### src/rtl/freelist_ctrl.sv
// ---------------------------------------------------------------------------
// freelist_ctrl
//
// Sequencer in front of the physical-register freelist. It grants rename
// allocations all-or-nothing, forwards the registers the freelist pops one
// cycle later, and queues commit-time releases onto the freelist push port.
// Every uncommitted allocation is kept in an in-flight ring. On a flush the
// ring is walked newest-first and its registers go back to the freelist,
// two per cycle.
//
// Optional feature macro: FREELIST_CTRL_STATS_EN
//   When defined, two 32-bit saturating counters are added and exported on
//   stat_alloc_stall and stat_recovered.
//
// Ports
//   clk             clock
//   rst             asynchronous reset, active low
//   rn_req          per-slot allocation request from rename
//   rn_ready        grant for all requested slots this cycle
//   rn_alloc_valid  registered: slot carries an allocated register
//   rn_alloc_reg    allocated register number per slot
//   cm_retire_en    per-slot commit; retires the oldest ring entry per bit
//   cm_free_en      per-slot release of an old mapping
//   cm_free_reg     register released per slot
//   cm_ready        release queue can take two more entries
//   flush           discard all uncommitted allocations
//   flush_busy      recovery walk in progress (state == RECOVER)
//   fl_pop_en       freelist pop request
//   fl_pop_reg      freelist pop data, valid the cycle after fl_pop_en
//   fl_empty        freelist cannot serve a full dispatch group
//   fl_push_en      freelist push request
//   fl_push_reg     freelist push data
//   stat_alloc_stall, stat_recovered   (FREELIST_CTRL_STATS_EN only)
//
// Handshakes: rn_req is granted only as a whole group while rn_ready is high
// in the same cycle; cm_free_en entries are taken only while cm_ready is high
// in the same cycle and are dropped otherwise; the freelist push and pop
// ports have no back-pressure and are consumed whenever enabled.
// ---------------------------------------------------------------------------
module freelist_ctrl #(
    parameter int DISPATCH_WIDTH       = 2,
    parameter int PHYS_REGS            = 64,
    parameter int PHYS_REGS_ADDR_WIDTH = 6,
    parameter int INFLIGHT_DEPTH       = 32,
    parameter int RELQ_DEPTH           = 4
) (
    input  logic                                           clk,
    input  logic                                           rst,
    input  logic [DISPATCH_WIDTH-1:0]                      rn_req,
    output logic                                           rn_ready,
    output logic [DISPATCH_WIDTH-1:0]                      rn_alloc_valid,
    output logic [DISPATCH_WIDTH*PHYS_REGS_ADDR_WIDTH-1:0] rn_alloc_reg,
    input  logic [DISPATCH_WIDTH-1:0]                      cm_retire_en,
    input  logic [DISPATCH_WIDTH-1:0]                      cm_free_en,
    input  logic [DISPATCH_WIDTH*PHYS_REGS_ADDR_WIDTH-1:0] cm_free_reg,
    output logic                                           cm_ready,
    input  logic                                           flush,
    output logic                                           flush_busy,
    output logic [DISPATCH_WIDTH-1:0]                      fl_pop_en,
    input  logic [DISPATCH_WIDTH*PHYS_REGS_ADDR_WIDTH-1:0] fl_pop_reg,
    input  logic                                           fl_empty,
    output logic [DISPATCH_WIDTH-1:0]                      fl_push_en,
    output logic [DISPATCH_WIDTH*PHYS_REGS_ADDR_WIDTH-1:0] fl_push_reg
`ifdef FREELIST_CTRL_STATS_EN
    ,
    output logic [31:0]                                    stat_alloc_stall,
    output logic [31:0]                                    stat_recovered
`endif
);

    localparam int AW  = PHYS_REGS_ADDR_WIDTH;
    localparam int IPW = $clog2(INFLIGHT_DEPTH);
    localparam int ICW = IPW + 1;
    localparam int QPW = $clog2(RELQ_DEPTH);
    localparam int QCW = QPW + 1;

    localparam logic [ICW-1:0] C_RING_DEPTH = ICW'(INFLIGHT_DEPTH);
    localparam logic [ICW-1:0] C_RING_TWO   = ICW'(2);
    localparam logic [QCW-1:0] C_RQ_DEPTH   = QCW'(RELQ_DEPTH);
    localparam logic [QCW-1:0] C_RQ_TWO     = QCW'(2);

    // The slot logic below is written out for exactly two slots.
    if (DISPATCH_WIDTH != 2 || $clog2(PHYS_REGS) != PHYS_REGS_ADDR_WIDTH) begin : g_bad_cfg
        $error("freelist_ctrl: DISPATCH_WIDTH must be 2 and PHYS_REGS_ADDR_WIDTH must be clog2(PHYS_REGS)");
    end

    typedef enum logic [0:0] {
        ST_RUN     = 1'b0,
        ST_RECOVER = 1'b1
    } state_t;

    state_t r_state;
    state_t w_state_nxt;

    // -----------------------------------------------------------------------
    // Registers
    // -----------------------------------------------------------------------
    logic [1:0]     r_alloc_valid;
    logic [AW-1:0]  r_ring [INFLIGHT_DEPTH];
    logic [IPW-1:0] r_head;
    logic [IPW-1:0] r_tail;
    logic [ICW-1:0] r_ring_cnt;
    logic [AW-1:0]  r_relq [RELQ_DEPTH];
    logic [QPW-1:0] r_rq_wr;
    logic [QPW-1:0] r_rq_rd;
    logic [QCW-1:0] r_rq_cnt;

    // -----------------------------------------------------------------------
    // Combinational datapath
    // -----------------------------------------------------------------------
    logic [ICW-1:0] w_wr_n;
    logic [ICW-1:0] w_ret_n;
    logic [ICW-1:0] w_rec_n;
    logic [ICW-1:0] w_cnt_post;
    logic [ICW-1:0] w_free_after;
    logic [AW-1:0]  w_wr_d0;
    logic [AW-1:0]  w_wr_d1;
    logic [IPW-1:0] w_rec_idx0;
    logic [IPW-1:0] w_rec_idx1;
    logic [AW-1:0]  w_rec_d0;
    logic [AW-1:0]  w_rec_d1;
    logic [QCW-1:0] w_enq_n;
    logic [QCW-1:0] w_deq_n;
    logic [AW-1:0]  w_enq_d0;
    logic [AW-1:0]  w_enq_d1;
    logic [QPW-1:0] w_rq_rd1;
    logic           w_run;

    assign w_run = (r_state == ST_RUN);

    // Pop data arriving this cycle is written to the ring in slot order, so a
    // lone slot-1 allocation still lands in the first free ring position.
    assign w_wr_n  = ICW'(r_alloc_valid[0]) + ICW'(r_alloc_valid[1]);
    assign w_wr_d0 = r_alloc_valid[0] ? fl_pop_reg[0 +: AW] : fl_pop_reg[AW +: AW];
    assign w_wr_d1 = fl_pop_reg[AW +: AW];

    assign w_ret_n = ICW'(cm_retire_en[0]) + ICW'(cm_retire_en[1]);

    // Ring occupancy once this cycle's writes and retires are applied; a flush
    // only recovers what is left after the retire.
    assign w_cnt_post = r_ring_cnt + w_wr_n - w_ret_n;

    // Free-slot check accounts for pop data landing this cycle but not for
    // retires, so a grant never relies on a same-cycle commit.
    assign w_free_after = C_RING_DEPTH - r_ring_cnt - w_wr_n;

    assign rn_ready  = w_run && !flush && !fl_empty && (w_free_after >= C_RING_TWO);
    assign fl_pop_en = rn_ready ? rn_req : 2'b00;

    // Recovery walks from the head: newest entry on slot 0.
    assign w_rec_n    = (r_state == ST_RECOVER) ?
                        ((r_ring_cnt >= C_RING_TWO) ? C_RING_TWO : r_ring_cnt) : '0;
    assign w_rec_idx0 = r_head - IPW'(1);
    assign w_rec_idx1 = r_head - IPW'(2);
    assign w_rec_d0   = r_ring[w_rec_idx0];
    assign w_rec_d1   = r_ring[w_rec_idx1];

    // Release queue: accepts while two entries are free, drains only in RUN.
    assign cm_ready = ((C_RQ_DEPTH - r_rq_cnt) >= C_RQ_TWO);
    assign w_enq_n  = cm_ready ? (QCW'(cm_free_en[0]) + QCW'(cm_free_en[1])) : '0;
    assign w_enq_d0 = cm_free_en[0] ? cm_free_reg[0 +: AW] : cm_free_reg[AW +: AW];
    assign w_enq_d1 = cm_free_reg[AW +: AW];
    assign w_deq_n  = w_run ? ((r_rq_cnt >= C_RQ_TWO) ? C_RQ_TWO : r_rq_cnt) : '0;
    assign w_rq_rd1 = r_rq_rd + QPW'(1);

    // Allocation outputs: the valid mask is registered, the register number
    // is the freelist's registered pop data, zeroed on idle slots.
    assign rn_alloc_valid          = r_alloc_valid;
    assign rn_alloc_reg[0 +: AW]   = r_alloc_valid[0] ? fl_pop_reg[0 +: AW]  : '0;
    assign rn_alloc_reg[AW +: AW]  = r_alloc_valid[1] ? fl_pop_reg[AW +: AW] : '0;

    assign flush_busy = (r_state == ST_RECOVER);

    // Push port: ring walk in RECOVER, release queue in RUN.
    always_comb begin
        fl_push_en  = 2'b00;
        fl_push_reg = '0;
        if (r_state == ST_RECOVER) begin
            fl_push_en[0] = (w_rec_n != '0);
            fl_push_en[1] = (w_rec_n == C_RING_TWO);
            if (fl_push_en[0]) fl_push_reg[0 +: AW]  = w_rec_d0;
            if (fl_push_en[1]) fl_push_reg[AW +: AW] = w_rec_d1;
        end else begin
            fl_push_en[0] = (w_deq_n != '0);
            fl_push_en[1] = (w_deq_n == C_RQ_TWO);
            if (fl_push_en[0]) fl_push_reg[0 +: AW]  = r_relq[r_rq_rd];
            if (fl_push_en[1]) fl_push_reg[AW +: AW] = r_relq[w_rq_rd1];
        end
    end

    // -----------------------------------------------------------------------
    // FSM
    // -----------------------------------------------------------------------
    always_comb begin
        w_state_nxt = r_state;
        case (r_state)
            ST_RUN: begin
                if (flush && (w_cnt_post != '0)) w_state_nxt = ST_RECOVER;
            end
            ST_RECOVER: begin
                // Last pairs leave this cycle; RUN resumes on the next one.
                if (r_ring_cnt == w_rec_n) w_state_nxt = ST_RUN;
            end
            default: w_state_nxt = ST_RUN;
        endcase
    end

    always_ff @(posedge clk or negedge rst) begin
        if (!rst) begin
            r_state <= ST_RUN;
        end else begin
            r_state <= w_state_nxt;
        end
    end

    // -----------------------------------------------------------------------
    // Control registers
    // -----------------------------------------------------------------------
    always_ff @(posedge clk or negedge rst) begin
        if (!rst) begin
            r_alloc_valid <= 2'b00;
            r_head        <= '0;
            r_tail        <= '0;
            r_ring_cnt    <= '0;
            r_rq_wr       <= '0;
            r_rq_rd       <= '0;
            r_rq_cnt      <= '0;
        end else begin
            r_alloc_valid <= fl_pop_en;
            // No pop data can arrive in RECOVER (no grants there or on the
            // flush cycle), so writes and the recovery walk never overlap.
            r_head        <= r_head + w_wr_n[IPW-1:0] - w_rec_n[IPW-1:0];
            r_tail        <= r_tail + w_ret_n[IPW-1:0];
            r_ring_cnt    <= w_cnt_post - w_rec_n;
            r_rq_wr       <= r_rq_wr + w_enq_n[QPW-1:0];
            r_rq_rd       <= r_rq_rd + w_deq_n[QPW-1:0];
            r_rq_cnt      <= r_rq_cnt + w_enq_n - w_deq_n;
        end
    end

    // Storage arrays carry no reset; occupancy counters qualify every read.
    always_ff @(posedge clk) begin
        if (w_wr_n != '0) r_ring[r_head] <= w_wr_d0;
        if (w_wr_n == C_RING_TWO) r_ring[r_head + IPW'(1)] <= w_wr_d1;
    end

    always_ff @(posedge clk) begin
        if (w_enq_n != '0) r_relq[r_rq_wr] <= w_enq_d0;
        if (w_enq_n == C_RQ_TWO) r_relq[r_rq_wr + QPW'(1)] <= w_enq_d1;
    end

`ifdef FREELIST_CTRL_STATS_EN
    // -----------------------------------------------------------------------
    // Saturating statistics
    // -----------------------------------------------------------------------
    logic [31:0] r_stat_alloc_stall;
    logic [31:0] r_stat_recovered;
    logic [32:0] w_rec_sum;

    assign w_rec_sum = {1'b0, r_stat_recovered} + 33'(w_rec_n);

    always_ff @(posedge clk or negedge rst) begin
        if (!rst) begin
            r_stat_alloc_stall <= '0;
            r_stat_recovered   <= '0;
        end else begin
            if ((rn_req != 2'b00) && !rn_ready && (r_stat_alloc_stall != '1)) begin
                r_stat_alloc_stall <= r_stat_alloc_stall + 32'd1;
            end
            r_stat_recovered <= w_rec_sum[32] ? '1 : w_rec_sum[31:0];
        end
    end

    assign stat_alloc_stall = r_stat_alloc_stall;
    assign stat_recovered   = r_stat_recovered;
`endif

endmodule

### config.mk
export PLATFORM = sky130hd
export DESIGN_NAME = freelist_ctrl
export DESIGN_NICKNAME = d
export VERILOG_FILES = /design/src/rtl/freelist_ctrl.sv
export SDC_FILE = /design/constraint.sdc
export NUM_CORES = 1
export LEC_CHECK = 0
export BUFFER_PORTS_ARGS = -buffer_cell sky130_fd_sc_hd__buf_2
export CAP_MARGIN = 20
export CORE_ASPECT_RATIO = 0.9
export CORE_MARGIN = 1.5
export CORE_UTILIZATION = 55
export CTS_BUF_LIST = sky130_fd_sc_hd__clkbuf_16
export DETAILED_ROUTE_END_ITERATION = 12
export GPL_TIMING_DRIVEN = 0
export MAX_ROUTING_LAYER = met4
export PLACE_DENSITY_LB_ADDON = 0.12
export SYNTH_ARGS = -nofsm -noshare
export SYNTH_HDL_FRONTEND = slang
export SYNTH_SLANG_ARGS = --single-unit
### constraint.sdc
create_clock -name clk -period 8.4 [get_ports clk]
set_input_delay 1.68 -clock clk [delete_from_list [all_inputs] [get_ports clk]]
set_output_delay 1.68 -clock clk [all_outputs]
set_load 0.05 [all_outputs]
# After elaboration in Yosys (flattened, before gate mapping)
# Memory sizes are Yosys's and may differ from the RTL's.
# Index checks and enable logic that the tools add are counted.
totals:
  register_bits: 21
  output_inout_bits: 33
  wordCells: 77
  mem_count: 2
  input_bits: 34
  mem_bits_rw: 216
classes:
  n_eq_ne: 5
  n_lt_le_gt_ge: 4
  add_sub_neg: 20
  bitwise_logic: 1
  reduce_logical: 11
  muxes: 27
mem_list:
  columns: ["memory", "depth", "width", "rd", "rd_ports_with_merged_regs", "write_ports", "line_no", "rtl"]
  rows:
  - ["r_ring", 32, 6, 2, 0, 2, "99", "logic [AW-1:0] r_ring [INFLIGHT_DEPTH];"]
  - ["r_relq", 4, 6, 2, 0, 2, "103", "logic [AW-1:0] r_relq [RELQ_DEPTH];"]
ops:
  columns: ["cell", "count"]
  rows:
  - ["$mux 6", 10]
  - ["$reduce_bool 6->1", 3]
  - ["$ge 6x2->1 const B", 2]
  - ["$mux 12", 1]
  - ["$sub 6x2->6", 2]
  - ["$mux 1", 10]
  - ["$add 1x1->2", 3]
  - ["$add 6x2->6", 1]
  - ["$eq 6x2->1 const B", 1]
  - ["$eq 6x6->1", 1]
  - ["$ge 3x2->1 const B", 2]
  - ["$mux 2", 3]
  - ["$mux 3", 2]
  - ["$reduce_bool 3->1", 2]
  - ["$sub 6x6->6", 1]
  - ["$sub 6x6->6 const A", 1]
  - ["$add 5x1->5 const B", 1]
  - ["$add 5x2->5", 1]
  - ["$sub 5x1->5 const B", 1]
  - ["$sub 5x2->5 const B", 1]
  - ["$sub 5x5->5", 1]
  - ["$add 2x1->2 const B", 2]
  - ["$add 2x2->2", 2]
  - ["$eq 2x2->1 const B", 2]
  - ["8 further kinds", 12]

# Longest topological paths before layout
depth:
  ltp_word: 7
  mapped_depth: 16
  mapped_depth_nobuf: 15

# Least setup slack after synthesis
# Ideal clock, no wire load.
synth_path:
  path_type: "register to output"
  startpoint: "reg r_alloc_valid[0] (netlist: rn_alloc_valid[0])"
  endpoint: "out fl_pop_en[0]"
  required_ps: 6720
  path_slack_ps: 884
  path_buffers: 1
  arrival_time_ps: 5836
  stages_incl_launch_ff: 13
  cell_sequence: "dfrtp_1 -> inv_1 -> clkbuf_1 -> ha_1 -> inv_1 -> ha_1 -> ha_1 -> fa_1 -> a21o_1 -> a21oi_1 -> xnor2_1 -> a2111oi_0 -> and2_1"
synth_between:
  elab_chain_len: 5
synth_lines:
  columns: ["item", "line_no", "rtl"]
  rows:
  - ["start, declared", "98", "logic [1:0] r_alloc_valid;"]
  - ["start signal, assigned", "229", "r_alloc_valid <= fl_pop_en;"]
  - ["$add 1x1->2", "133", "assign w_wr_n = ICW'(r_alloc_valid[0]) + ICW'(r_alloc_valid[1]);"]
  - ["$sub 6x2->6", "145", "assign w_free_after = C_RING_DEPTH - r_ring_cnt - w_wr_n;"]
  - ["$ge 6x2->1", "147", "assign rn_ready = w_run && !flush && !fl_empty && (w_free_after >= C_RING_TWO);"]
  - ["$logic_and 1x1->1", "147", null]
  - ["net rn_ready", "50", "output logic rn_ready,"]
  - ["$mux 2", "148", "assign fl_pop_en = rn_ready ? rn_req : 2'b00;"]
  - ["end, declared", "59", "output logic [DISPATCH_WIDTH-1:0] fl_pop_en,"]
# The timed path passes the listed nets, and every way through them passes these cells.

# Worst setup path in the final report
layout_path:
  startpoint: "reg r_head[1]"
  endpoint: "out fl_push_reg[4]"
layout_between:
  elab_chain_len: 4
layout_lines:
  columns: ["item", "line_no", "rtl"]
  rows:
  - ["start, declared", "100", "logic [IPW-1:0] r_head;"]
  - ["start signal, assigned", "232", "r_head <= r_head + w_wr_n[IPW-1:0] - w_rec_n[IPW-1:0];"]
  - ["$sub 5x1->5", "153", "assign w_rec_idx0 = r_head - IPW'(1);"]
  - ["$mem_v2 32x6", null, null]
  - ["$mux 6", "181", "if (fl_push_en[0]) fl_push_reg[0 +: AW] = w_rec_d0;"]
  - ["$mux 12", "178", "if (r_state == ST_RECOVER) begin"]
  - ["end, declared", "63", "output logic [DISPATCH_WIDTH*PHYS_REGS_ADDR_WIDTH-1:0] fl_push_reg"]
# No other way between the ends.

==> metrics.log <==
[metrics] run status: complete, but fails checks
[metrics] failing checks: DRC
[metrics] pin count of the biggest net entering global routing: 22
[metrics] final hold slack: 515 ps
[metrics] number of levels in the clock H-tree: 1
[metrics] WS Path Type: flop to primary output
[metrics] type of element capturing the critical path: primary output
[metrics] final setup violation count: 0
[metrics] hold path startpoint: r_rq_cnt[0]
[metrics] static leakage: 6.19 nW
[metrics] routed vias: 11,300
[metrics] area of the mapped netlist: 15,600 um^2
[metrics] startpoint kind of the worst setup timing path: flop
[metrics] Post-Layout Cell Count: 1,693
[metrics] RR Endpoint: r_ring[5][4]
[metrics] number of nets at the end of the flow: 1,402
[metrics] leading post-synthesis cells by cell area: sky130_fd_sc_hd__edfxtp_1 42%, sky130_fd_sc_hd__mux4_2 16%, sky130_fd_sc_hd__mux2_2 12%
[metrics] cell area reported after detailed placement: 16,300 um^2
[metrics] top_reg_cell synth: sky130_fd_sc_hd__edfxtp_1
[metrics] net count of the mapped netlist: 1,309
[metrics] count of buffers inserted at the top-level ports: 60
[metrics] synthesized area divided by synthesized cell count: 12.8 um^2
[metrics] total core area: 27,900 um^2
[metrics] count of instances resized after the clock tree is built: 0
[metrics] count of mapped cells out of synthesis: 1,219
[metrics] data arrival time of the critical path: 5910 ps
[metrics] async set-reset flop share out of synthesis: 0.0886
[metrics] Setup TNS Final: 0 ps
[metrics] upper clock frequency limit: 132 MHz
[metrics] actual slew at the worst max-slew pin: 1230 ps
[metrics] cells traversed along the worst timing path: buf_2, buf_1, inv_1, clkbuf_1, buf_8, ha_1, buf_2, buf_1, mux4_2, mux2i_1, nand2_1, o211ai_1, nand3_1, buf_2
[metrics] Max-Cap Viols: 0
[metrics] clock network latency to the later pin of the worst-skew pair: 550 ps
[metrics] endpoint of the worst hold-timing path: r_rq_cnt[0]
[metrics] overall power: 7.08 mW
[metrics] required time of the critical path: 6720 ps
[metrics] crit-path max FO: 12
[metrics] minimum setup slack in the final design: 805 ps
[metrics] Max Transition Viols Final: 0
[metrics] count of buffers added by post-CTS timing repair for setup: 0
[metrics] clock sink count: 237
[metrics] residual antenna-violating net count after detailed routing: 0
[metrics] clock transition time at the flip-flop clock pins of the worst setup and hold paths: 50 ps
[metrics] internal reg-to-reg setup slack: 3690 ps
[metrics] worst r2r path cells: 11
[metrics] maximum resistive drop on vdd: 0.361 mV
[metrics] highest cell delay on the worst timing path: 870 ps
[metrics] total routed wirelength: 48.7 mm
[metrics] Post-Layout Inst Area: 17,200 um^2
[metrics] worst reg2reg startpoint: r_head[1]
[metrics] initial antenna violation count: 1
[metrics] area delta synth->final: 10.2%
[metrics] post-DR wirelength/cell: 28.8 um
[metrics] TritonCTS clock tree: yes
[metrics] master cell of the clock root buffer: sky130_fd_sc_hd__clkbuf_16
[metrics] most frequent cell on the critical path: sky130_fd_sc_hd__buf_2
[metrics] top cells by instance count after synthesis: 216 x sky130_fd_sc_hd__edfxtp_1, 162 x sky130_fd_sc_hd__mux2_2, 110 x sky130_fd_sc_hd__mux4_2, 106 x sky130_fd_sc_hd__a21oi_1, 89 x sky130_fd_sc_hd__nor2_1
[metrics] HPWL after detailed placement: 36.2 mm
[metrics] Core Rows: 58
[metrics] DIE WIDTH: 180 um
[metrics] hold path depth: 1
[metrics] share of cells above drive strength 1: 0.319
[metrics] Initial Util: 0.559
[metrics] synth warn: 0
[metrics] RSZ-0062 raised after global routing: no
[metrics] Tot GR Track Use: 0.346
[metrics] Max transition margin: 0.169
[metrics] post-synth top area share: 0.417
[metrics] fraction of the cycle the final worst path needs: 0.904
[metrics] EDFF count, synth: 216
[metrics] die area: 29,300 um^2
[metrics] I/O pin count: 67
[metrics] share of the core filled with cells in the final layout: 0.616
[metrics] placed insts: 1,640
[metrics] power density over the cells: 412 nW/um^2
[metrics] Pre-Repair DR Iteration Count: 11
[metrics] library cells used by synthesis: 57
[metrics] post-synthesis sequential element count: 237
[metrics] weighted congestion at the end of routability-driven global placement: 1.05
[metrics] number of buffers created by CTS: 26
[metrics] total grt overflow: 0
[metrics] Die Span Y: 163 um
[metrics] setup slack after placement: 1300 ps
[metrics] Critical-path top delay cell: sky130_fd_sc_hd__buf_1
[metrics] Worst Clk Skew: 25.0 ps
[metrics] number of design rule violations left after detail routing: 1
[metrics] most frequently used cell type in the post-synthesis netlist: sky130_fd_sc_hd__edfxtp_1
[metrics] CTS Buffer Depth: 3
[metrics] number of global-route vias before repair: 10,800
[metrics] Yosys top cell by area: sky130_fd_sc_hd__edfxtp_1
[metrics] number of buffers added to fix hold violations after cts: 0
[metrics] fill cell instance count of the final layout: 2,262
[metrics] sequential-to-total area share from yosys stat: 0.450
[metrics] Period minus WS final: 7590 ps
[metrics] number of violations reported at the end of detailed-routing iteration 0: 1,580
[metrics] per-cell via count in the routed design: 6.68
[metrics] final hold violations: 0
[metrics] Hold/Removal Path Class: flop to flop
[metrics] global-route wire length before repair: 70.6 mm
state kept, by name, indices dropped and copies added, names as in the netlist:
register and count:
r_head 5, r_ring_cnt 6, flush_busy 1, r_rq_rd 2, r_relq 24, r_ring 192
r_rq_wr 2, r_rq_cnt 3, rn_alloc_valid 2
report_power, final:
| part | internal [mW] | switching, mW |
|---|---|---|
| clock | 0.608 | 0.481 |
| combinational | 1.72 | 2.72 |
| sequential | 1.45 | 0.104 |
logic make-up after synthesis:
| kind of cell | Yosys count | share of synthesized area |
|---|---|---|
| and+or+nand+nor | 255 | 0.0769 |
| buffers and inverters | 155 | 0.0407 |
| AOI/OAI and AO/OA | 194 | 0.0755 |
| xor gates and xnor gates | 31 | 0.0179 |
| adders and majority gates | 56 | 0.0493 |
| muxes | 291 | 0.289 |
| DFF | 237 | 0.450 |
layer usage:
layer	part of all wire	vias up	routed length, um	GRT usage
li1	-	4817	-	-
met1	0.41	5637	19800	0.475
met2	0.43	740	21100	0.498
met3	0.13	112	6450	0.110
met4	0.029	0	1430	0.0978
met5	0	-	0	-
critical path: cells and delay by family (launching register included):
kind / cells / cell delay, ps
AO/OA/AOI/OAI: 1 / 110
AND/OR/NAND/NOR: 2 / 230
adder cells (fa/ha/maj): 1 / 350
multiplexers: 2 / 820
flip-flops: 1 / 640
buffers and inverters: 8 / 3220
area by class of cell:
type / instances / area [um^2] / area share
Clock buffer: 27 / 676 / 0.0394
Clock inverter: 21 / 115 / 0.00671
Tap cell: 360 / 450 / 0.0262
Timing Repair Buffer: 65 / 350 / 0.0204
Buffer: 103 / 438 / 0.0255
Inverter: 52 / 195 / 0.0114
Antenna cell: 1 / 2.50 / 0.000146
Sequential cell: 237 / 7010 / 0.409
Multi-Input combinational cell: 827 / 7930 / 0.462
how the worst max path moves through the flow:
stage,from,to,slack (ps),cells past startpoint
global placement,r_head[1],fl_push_reg[4],1360,13
floorplan,rn_alloc_valid[0],fl_pop_en[0],880,12
finish,r_head[1],fl_push_reg[4],810,14
detailed placement,r_head[1],fl_push_reg[4],1300,13
CTS,r_head[1],fl_push_reg[4],730,13
global route,r_head[1],fl_push_reg[4],730,14
cell usage in the layout, fill, tap and decap left out, drive strengths merged, types with 2 or more instances in the layout:
cell	n
edfxtp	216
mux2	162
mux4	110
a21oi	106
buf	105
nor2	95
clkbuf	90
nand2	86
inv	60
ha	47
o21ai	30
xnor2	24
and2	21
dfrtp	21
mux2i	19
nand3	16
nor3	15
a21o	14
o211ai	13
clkinv	12
fa	9
o22ai	8
xor2	7
nand2b	6
o221ai	5
o21bai	4
nor2b	3
or3	3
o41ai	3
nor3b	2
a21boi	2
nor4	2
a31oi	2
Power figures use the tool's default switching activity.
